[config.mk]
export PLATFORM = sky130hd
export DESIGN_NAME = truth_table_sweeper
export DESIGN_NICKNAME = d
export VERILOG_FILES = /design/src/rtl/truth_table_sweeper.sv
export SDC_FILE = /design/constraint.sdc
export NUM_CORES = 1
export LEC_CHECK = 0
export BUFFER_PORTS_ARGS = -buffer_cell sky130_fd_sc_hd__buf_2
export CORE_AREA = 2 2 54 61
export CTS_CLUSTER_DIAMETER = 60
export DETAILED_ROUTE_END_ITERATION = 12
export DIE_AREA = 0 0 56 63
export GPL_TIMING_DRIVEN = 0
export PLACE_DENSITY_LB_ADDON = 0.15
export SLEW_MARGIN = 20
export SYNTH_ARGS = -nofsm -noshare
export SYNTH_HDL_FRONTEND = slang
export SYNTH_SLANG_ARGS = --single-unit
[constraint.sdc]
create_clock -name i_clk -period 5.5 [get_ports i_clk]
set_input_delay 0.55 -clock i_clk [delete_from_list [all_inputs] [get_ports i_clk]]
set_output_delay 0.55 -clock i_clk [all_outputs]
set_load 0.02 [all_outputs]
[src/rtl/truth_table_sweeper.sv]
// Sweeps {a,b,c} through all 8 combinations, holds each for DWELL cycles and
// samples y at the end of each hold into a truth table checked against an expected word.
module truth_table_sweeper #(
  parameter int DWELL = 4  // legal 1..255; the dwell counter is 8 bits wide
) (
  input  logic       i_clk,
  input  logic       i_rst,
  input  logic       i_start,
  input  logic [7:0] i_expected,
  input  logic       i_y,
  output logic       o_a,
  output logic       o_b,
  output logic       o_c,
  output logic [7:0] o_tt,
  output logic       o_busy,
  output logic       o_done,
  output logic       o_match
);

  typedef enum logic [1:0] {S_IDLE, S_DRIVE, S_DONE} state_t;

  localparam logic [7:0] LAST = 8'(DWELL - 1);

  state_t     r_state, w_next;
  logic [2:0] r_idx;
  logic [7:0] r_cnt;
  logic [7:0] r_tt;
  logic [7:0] r_exp;
  logic       r_match;

  logic       w_accept, w_sample, w_last;
  logic [7:0] w_tt_next;

  always_ff @(posedge i_clk) begin
    if (i_rst) r_state <= S_IDLE;
    else       r_state <= w_next;
  end

  always_comb begin
    w_next   = r_state;
    w_accept = 1'b0;
    w_sample = 1'b0;
    w_last   = 1'b0;
    case (r_state)
      S_IDLE: begin
        if (i_start) begin
          w_next   = S_DRIVE;
          w_accept = 1'b1;
        end
      end
      S_DRIVE: begin
        if (r_cnt == LAST) begin
          w_sample = 1'b1;
          if (r_idx == 3'd7) begin
            w_last = 1'b1;
            w_next = S_DONE;
          end
        end
      end
      S_DONE:  w_next = S_IDLE;
      default: w_next = S_IDLE;
    endcase
  end

  // Final table including the bit sampled this edge, so match is ready with done.
  always_comb begin
    w_tt_next        = r_tt;
    w_tt_next[r_idx] = i_y;
  end

  always_ff @(posedge i_clk) begin
    if (i_rst) begin
      r_idx   <= 3'd0;
      r_cnt   <= 8'd0;
      r_tt    <= 8'd0;
      r_exp   <= 8'd0;
      r_match <= 1'b0;
    end else if (w_accept) begin
      r_idx   <= 3'd0;
      r_cnt   <= 8'd0;
      r_tt    <= 8'd0;
      r_exp   <= i_expected;
      r_match <= 1'b0;
    end else if (w_sample) begin
      r_tt <= w_tt_next;
      if (w_last) begin
        r_match <= (w_tt_next == r_exp);
      end else begin
        r_idx <= r_idx + 3'd1;
        r_cnt <= 8'd0;
      end
    end else if (r_state == S_DRIVE) begin
      r_cnt <= r_cnt + 8'd1;
    end
  end

  // idx is itself the registered stimulus; it parks at 7 after the sweep.
  assign o_a     = r_idx[2];
  assign o_b     = r_idx[1];
  assign o_c     = r_idx[0];
  assign o_tt    = r_tt;
  assign o_busy  = (r_state == S_DRIVE);
  assign o_done  = (r_state == S_DONE);
  assign o_match = r_match;

endmodule

==> Word-level counts from Yosys, hierarchy flattened <==
Cells that the tools add are included.
{ "op_classes": {"addsub": 2, "order_cmp": 2, "n_eq_ne": 9, "n_mux": 17, "bitwise_logic": 1, "n_reduce_logical": 8} }
{ "ops": {"columns": ["op", "n"], "rows": [
  ["$mux 8", 3],
  ["$add 8x1->8 const B", 1],
  ["$bwmux 8", 1],
  ["$eq 8x2->1 const B", 1],
  ["$eq 8x8->1", 1],
  ["$mux 1", 8],
  ["$mux 2", 3],
  ["$reduce_and 2->1", 3],
  ["$lt 3x4->1 const B", 1],
  ["$ne 2x1->1 const B", 2],
  ["$ne 2x2->1 const B", 2],
  ["$pmux 2 s2", 1],
  ["$add 3x1->3 const B", 1],
  ["$demux 1 s3", 1],
  ["$eq 3x3->1 const B", 1],
  ["$ge 3x1->1 const B", 1],
  ["$reduce_and 3->1", 1],
  ["$eq 2x1->1 const B", 1],
  ["$eq 2x2->1 const B", 1],
  ["$logic_not 2->1", 1],
  ["$reduce_bool 2->1", 1],
  ["$reduce_or 2->1", 1],
  ["$logic_and 1x1->1", 1],
  ["$not 1->1", 1]
]} }
{ "totals": {"ff_bits": 30, "input_bits": 12, "out_inout_bits": 14} }

==> Longest topological paths before layout <==
Gate-level depths: netlist of the first run.
{ "depth": {"depth_word": 6, "ltp_mapped": 7, "ltp_nobuf": 6} }

==> Least setup slack after synthesis of the first run <==
No wires, ideal clock.
{ "synth_timing": {"path_kind": "reg-to-reg", "start": "reg r_cnt[0]", "end": "reg r_tt[0], in the netlist o_tt[0]", "arrival_ns": 1.595, "required_time_ns": 5.372, "slack_ns": 3.777, "stages_incl_launch_ff": 7, "path_buffers": 0, "period_less_slack_ns": 1.723, "path_cell_list": "dfxtp_1 > ha_1 > nor4b_4 > nand3_4 > nor4_2 > mux2i_1 > nor2_1"} }
{ "synth_between": {"elab_chain_cells": 3} }
{ "synth_rtl": {"columns": ["item", "line_no", "source"], "rows": [
  ["start, declared", "26", "logic [7:0] r_cnt;"],
  ["start signal, assigned", "93", "r_cnt <= r_cnt + 8'd1;"],
  ["$eq 8x2->1", "52", "if (r_cnt == LAST) begin"],
  ["$mux 1", "52", null],
  ["$mux 1", "44", "case (r_state)"],
  ["end signal, assigned", "85", "r_tt <= w_tt_next;"],
  ["end, declared", "27", "logic [7:0] r_tt;"]
]} }
Every way passes these cells.
A chain may end at the register's enable or synchronous reset.

==> Worst setup path after layout of the first run <==
{ "layout_timing": {"start": "reg r_cnt[0]", "end": "reg r_tt[4], in the netlist o_tt[4]"} }
Same word-level chain as after synthesis.

==> flow_summary.ini, run 1 <==
[run_status]
status = complete, no violations

[cts]
cts_setup_buffers = 0
cts_resized = 0
holdBufCountCts = 0
insertion_delay_ns = 0.32
path_clk_slew_ns = 0.10
numCtsBuffers = 5
cts_num_sinks = 30
cts_tree = built
htree_num_levels = 2
clockRootBuffer = clkbuf_4
cts_buffer_depth = 2

[sta]
fin_crit_ns = 2.04
finalSetupTns_ns = 0
rsz0062_at_grt = false
fmax_ghz = 0.490
tightest_slew_ns = 0.620
hold_ws_ns = 0.428
finalHoldViolCount = 0
clock_skew_ns = 0.0118
setup_viol = 0
fin_crit_sh = 0.371
relSlewSlack = 0.585
worst_slack_ns = 3.46
final_max_slew_viol_count = 0

[worst_setup_path]
r2r-end = o_tt[4]$_SDFFE_PP0P_
worstPathCellList = ha_1, nor4b_4, nand3_4, nor3_2, mux2i_1, nor2_1
r2r_slack_ns = 3.46
critPathRequiredTime_ns = 5.70
critPathTopFamily = simple AND/OR/NAND/NOR gates
crit_buf_inv = 0
end_kind = flip-flop
cp.arrival_ns = 2.24
critPathMaxFanout = 6
ff2ff_path_depth = 6
max_stage_delay_ns = 0.49
r2r_start = r_cnt[0]$_SDFFE_PP0P_
crit_type = reg2reg
slowest_stage = nor4b_4
start_kind = flip-flop

[routing]
num_vias = 1430
drc_errors = 0
final_antenna_net_count = 0
drt_pass1_iterations = 4
dr.first_iter.drc_count = 47
wl_per_cell_um = 14.4
viasPerCell = 5.79
wl_um = 3570

[worst_hold_path]
min_path_cells = 2
holdPathEnd = r_state[1]$_SDFFE_PP0P_
hold_path_class = in2reg
hp-start = i_rst

[placed_design]
placed_cells = 239
dp_hpwl_um = 2760
globalplace.congestion = 0.816
place_ws_ns = 3.47
io_buffer_count = 25
post_dp_cell_area_um2 = 1840

[finish]
fin_area_um2 = 1900
final_cell_mix = 30 x buf_2, 30 x dfxtp_1, 25 x nor2_1, 19 x mux2i_1, 9 x a21oi_1
area_delta_synth_final_pct = 13.6
drive_gt1_frac = 0.268
final_cells = 247
fillCellCount = 266
antenna_cells = 0
fin_nets = 227

[floorplan]
fp-row-count = 21
die_area_um2 = 3530
die_y_um = 63
start_util = 0.569
coreArea_um2 = 2940
design.portCount = 26
fp.dieW_um = 56

[grt]
grt_pass1_wl_um = 6190
grt_max_degree = 11
grt_pass1_vias = 1437
grt.overflow.total = 0
gr-usage-all-layers = 0.224
antenna_found_initial = 0

[yosys]
synthesis.nets = 195
syn_area_per_cell_um2 = 9.31
yosys_warnings = 0
synth_top_cell_by_area = dfxtp_1
netlist_instances = 180
seq_area_frac_synth = 0.358
synth_top_area_share = 0.358
synthTopCellsByArea = dfxtp_1 36%, mux2i_1 11%, nor2_1 5.6%
synth-seq-cells = 30
synthesis.area_um2 = 1680
synth_cell_types = 44

[job]
drv_cap = 0

[power_and_ir_drop]
power.density_nw_per_um2 = 211
peakVddDrop_v = 0.000165
power.leakage_nw = 0.784
through the flow:
step,util,total power [mW]
floorplan,-,0.259
global placement,0.626,0.269
detailed placement,0.626,0.271
CTS,0.647,0.404
global route,0.647,0.422
finish,0.647,0.402
cells in the mapped netlist, drive strengths merged:
master	n
nand4	7
nor4b	1
xor2	7
or3b	1
nand3b	2
a31oi	2
mux2	1
or2	1
dfxtp	30
clkbuf	4
nand3	6
inv	2
o21ai	9
mux2i	19
nor2	26
or3	5
nor2b	2
and3	1
and4	1
nor3	9
a21o	1
nand2	6
o31ai	1
a21oi	9
nand2b	3
ha	3
xnor2	2
a22oi	1
nor4	1
a2111oi	1
a2bb2oi	1
and3b	1
nor3b	6
a311oi	2
buf	6
worst max-delay path by stage:
stage                                startpoint                    to  slack (ns)  cells past startpoint
after floorplan           r_cnt[0]$_SDFFE_PP0P_  o_tt[0]$_SDFFE_PP0P_        3.78                      6
after global placement    r_cnt[0]$_SDFFE_PP0P_  o_tt[0]$_SDFFE_PP0P_        3.56                      6
after detailed placement  r_cnt[0]$_SDFFE_PP0P_  o_tt[4]$_SDFFE_PP0P_        3.47                      6
after CTS                 r_cnt[0]$_SDFFE_PP0P_  o_tt[4]$_SDFFE_PP0P_        3.43                      6
after global routing      r_cnt[0]$_SDFFE_PP0P_  o_tt[0]$_SDFFE_PP0P_        3.28                      6
final                     r_cnt[0]$_SDFFE_PP0P_  o_tt[4]$_SDFFE_PP0P_        3.46                      6
power breakdown:
part	switching, mW	internal (mW)	total [mW]
sequential	0.00547	0.222	0.228
combinational	0.0219	0.0160	0.0379
clock	0.0743	0.0619	0.136
total	0.102	0.300	0.402
sequential cells by signal, summed over array words and instances (netlist names):
name     count
r_state      2
r_exp        8
r_cnt        8
o_match      1
o_tt         8
r_idx        3
worst reg2reg max path: stages, from the launching register on:
cell and delay [ns]:
dfxtp_1 0.39, ha_1 0.27, nor4b_4 0.49, nand3_4 0.23
nor3_2 0.26, mux2i_1 0.23, nor2_1 0.05
layout make-up:
type	count	area [um2]	area share
plain buffers	10	51.3	0.0270
clock buffers	7	55.1	0.0289
clock inverters	1	5.00	0.00263
inverters	2	7.51	0.00394
multi-input cells	138	1020	0.534
flip-flops and latches	30	601	0.316
well taps	34	42.5	0.0224
repair buffers	25	125	0.0657
cells by family after synthesis:
| logic type | Yosys count | synth area share |
|---|---|---|
| simple gates | 79 | 0.314 |
| flops | 30 | 0.358 |
| xor+xnor | 9 | 0.0471 |
| mux | 20 | 0.120 |
| buf+inv | 12 | 0.0351 |
| compound gates | 27 | 0.102 |
| fa+ha+maj | 3 | 0.0224 |
layer usage:
metal | global-route usage | wire length [um]
met5 | 0 | 0
met4 | 0.0863 | 54
met3 | 0.0600 | 132
met2 | 0.403 | 1870
met1 | 0.248 | 1510
Note: power is estimated with default switching activity, not from simulation.
==> run 2, diff against run 1 <==
--- a/config.mk
+++ b/config.mk
@@ -6,10 +6,10 @@
 export NUM_CORES = 1
 export LEC_CHECK = 0
 export BUFFER_PORTS_ARGS = -buffer_cell sky130_fd_sc_hd__buf_2
-export CORE_AREA = 2 2 54 61
+export CORE_AREA = 2 2 56 63
 export CTS_CLUSTER_DIAMETER = 60
 export DETAILED_ROUTE_END_ITERATION = 12
-export DIE_AREA = 0 0 56 63
+export DIE_AREA = 0 0 58 65
 export GPL_TIMING_DRIVEN = 0
 export PLACE_DENSITY_LB_ADDON = 0.15
 export SLEW_MARGIN = 20
==> constraint.sdc (replaced) <==
create_clock -name i_clk -period 1.93 [get_ports i_clk]
set_input_delay 0.193 -clock i_clk [delete_from_list [all_inputs] [get_ports i_clk]]
set_output_delay 0.193 -clock i_clk [all_outputs]
set_load 0.02 [all_outputs]
==> run 2 against run 1 <==
Net effect: highest routed layer unchanged; die area is 6.9% higher; clock power grew to 3.8 times the previous value; largest cell class unchanged; hold slack worse by 0.36 ns.
==> flow_summary.ini, run 2 (synthesis results as in run 1) <==
[worst_setup_path]
worstPathCellList = buf_6, nor3_1, mux2i_1, a2bb2oi_1, nand4_1, o31ai_2
cp.arrival_ns = 2.06
crit_end = o_match$_SDFFE_PP0P_
crit_type = reg2reg
critPathRequiredTime_ns = 2.19
slowest_stage = dfxtp_1
end_kind = flip-flop
critPathMaxFanout = 10
r2r-end = o_match$_SDFFE_PP0P_
r2r_slack_ns = 0.13
r2r_start = r_idx[2]$_SDFFE_PP0P_
crit_start = r_idx[2]$_SDFFE_PP0P_
start_kind = flip-flop
ff2ff_path_depth = 6
max_stage_delay_ns = 0.40

[routing]
final_antenna_net_count = 0
drt_pass1_iterations = 4
wl_um = 3780
wl_per_cell_um = 14.9
num_vias = 1452
dr.first_iter.drc_count = 121
drc_errors = 0
viasPerCell = 5.74

[power_and_ir_drop]
peakVddDrop_v = 0.000533
p_total_mw = 1.27
power.density_nw_per_um2 = 632
power.leakage_nw = 0.818

[floorplan]
start_util = 0.525
coreArea_um2 = 3190
design.portCount = 26
die_area_um2 = 3770
fp-row-count = 22
fp.dieW_um = 58
die_y_um = 65

[run_status]
status = complete, no violations

[cts]
cts_num_sinks = 30
htree_num_levels = 2
insertion_delay_ns = 0.33
clockRootBuffer = clkbuf_4
cts_tree = built
numCtsBuffers = 5
path_clk_slew_ns = 0.10
cts_buffer_depth = 2

[placed_design]
io_buffer_count = 25
dp_hpwl_um = 2790
place_ws_ns = -0.123
placed_cells = 241
post_dp_cell_area_um2 = 1850
globalplace.congestion = 0.766

[sta]
setup_viol = 0
finalSetupTns_ns = 0
relSlewSlack = 0.635
fin_crit_ns = 1.80
fin_crit_sh = 0.935
finalHoldViolCount = 0
clock_skew_ns = 0.0155
tightest_slew_ns = 0.544
final_max_slew_viol_count = 0
fmax_ghz = 0.554
worst_slack_ns = 0.126

[finish]
fin_area_um2 = 2010
fin_nets = 232
final_common_cell = buf_2
final_cell_mix = 30 x buf_2, 28 x dfxtp_1, 25 x nor2_1, 19 x mux2i_1, 9 x a21oi_1
final_cells = 253
area_delta_synth_final_pct = 19.9
drive_gt1_frac = 0.304
antenna_cells = 0

[worst_hold_path]
hold_path_class = in2reg
hp-start = i_rst

[job]
drv_cap = 0

[grt]
antenna_found_initial = 0
grt.overflow.total = 0
grt_max_degree = 11
gr-usage-all-layers = 0.215
grt_pass1_wl_um = 6170
grt_pass1_vias = 1329
run 2: cell count changes in the layout (fill, tap and decap cells not counted), sizes merged:
cell,delta
bufinv,+1
clkbuf,-1
clkinv,-1
buf,+5
run 2: layer usage:
layer / wire [um] / share of wire / track usage
met2: 1990 / 0.53 / 0.378
met4: 68 / 0.018 / 0.0872
met5: 0 / 0 / 0
met1: 1550 / 0.41 / 0.245
met3: 170 / 0.045 / 0.0539
run 2: critical path: cells and delay by family (launching register included):
kind | cells | cell delay, ns
AOI/OAI and AO/OA | 2 | 0.44
and+or+nand+nor | 2 | 0.49
DFF | 1 | 0.40
muxes | 1 | 0.23
buffers and inverters | 1 | 0.18
run 2: where the power goes:
group | total, mW | internal (mW) | switching [mW]
sequential | 0.650 | 0.633 | 0.0168
clock | 0.511 | 0.301 | 0.209
combinational | 0.110 | 0.0462 | 0.0635
total | 1.27 | 0.981 | 0.289
run 2: layout make-up:
| cell class | instances | area [um2] |
|---|---|---|
| fillers | 271 | 1180 |
| flip-flops and latches | 30 | 603 |
| plain buffers | 10 | 51.3 |
| well taps | 36 | 45.0 |
| repair buffers | 30 | 166 |
| clock buffers | 6 | 51.3 |
| inverters | 2 | 7.51 |
| clock inverters | 1 | 30.0 |
| multi-input cells | 138 | 1050 |
run 2: metrics by stage:
| step | hold WS, ns | util |
|---|---|---|
| floorplan | 0.269 | - |
| global placement | 0.418 | 0.578 |
| detailed placement | 0.418 | 0.578 |
| CTS | 0.0528 | 0.606 |
| global route | 0.0508 | 0.629 |
| finish | 0.0649 | 0.629 |
run 2: repair_timing:
action	4_1_cts	5_1_grt
gates cloned	0	0
hold buffers	0	0
resized for setup	0	9
endpoints found under the setup margin	16	16
setup buffers	1	4
pin swaps	0	1
run 2: worst min-delay path by stage:
stage | end | slack (ns) | depth (start not counted)
CTS | r_state[1]$_SDFFE_PP0P_ | 0.05 | 2
detailed placement | r_state[1]$_SDFFE_PP0P_ | 0.42 | 2
finish | r_state[1]$_SDFFE_PP0P_ | 0.06 | 2
floorplan | r_state[1]$_SDFFE_PP0P_ | 0.27 | 1
global route | r_state[1]$_SDFFE_PP0P_ | 0.05 | 2
global placement | r_state[1]$_SDFFE_PP0P_ | 0.42 | 2
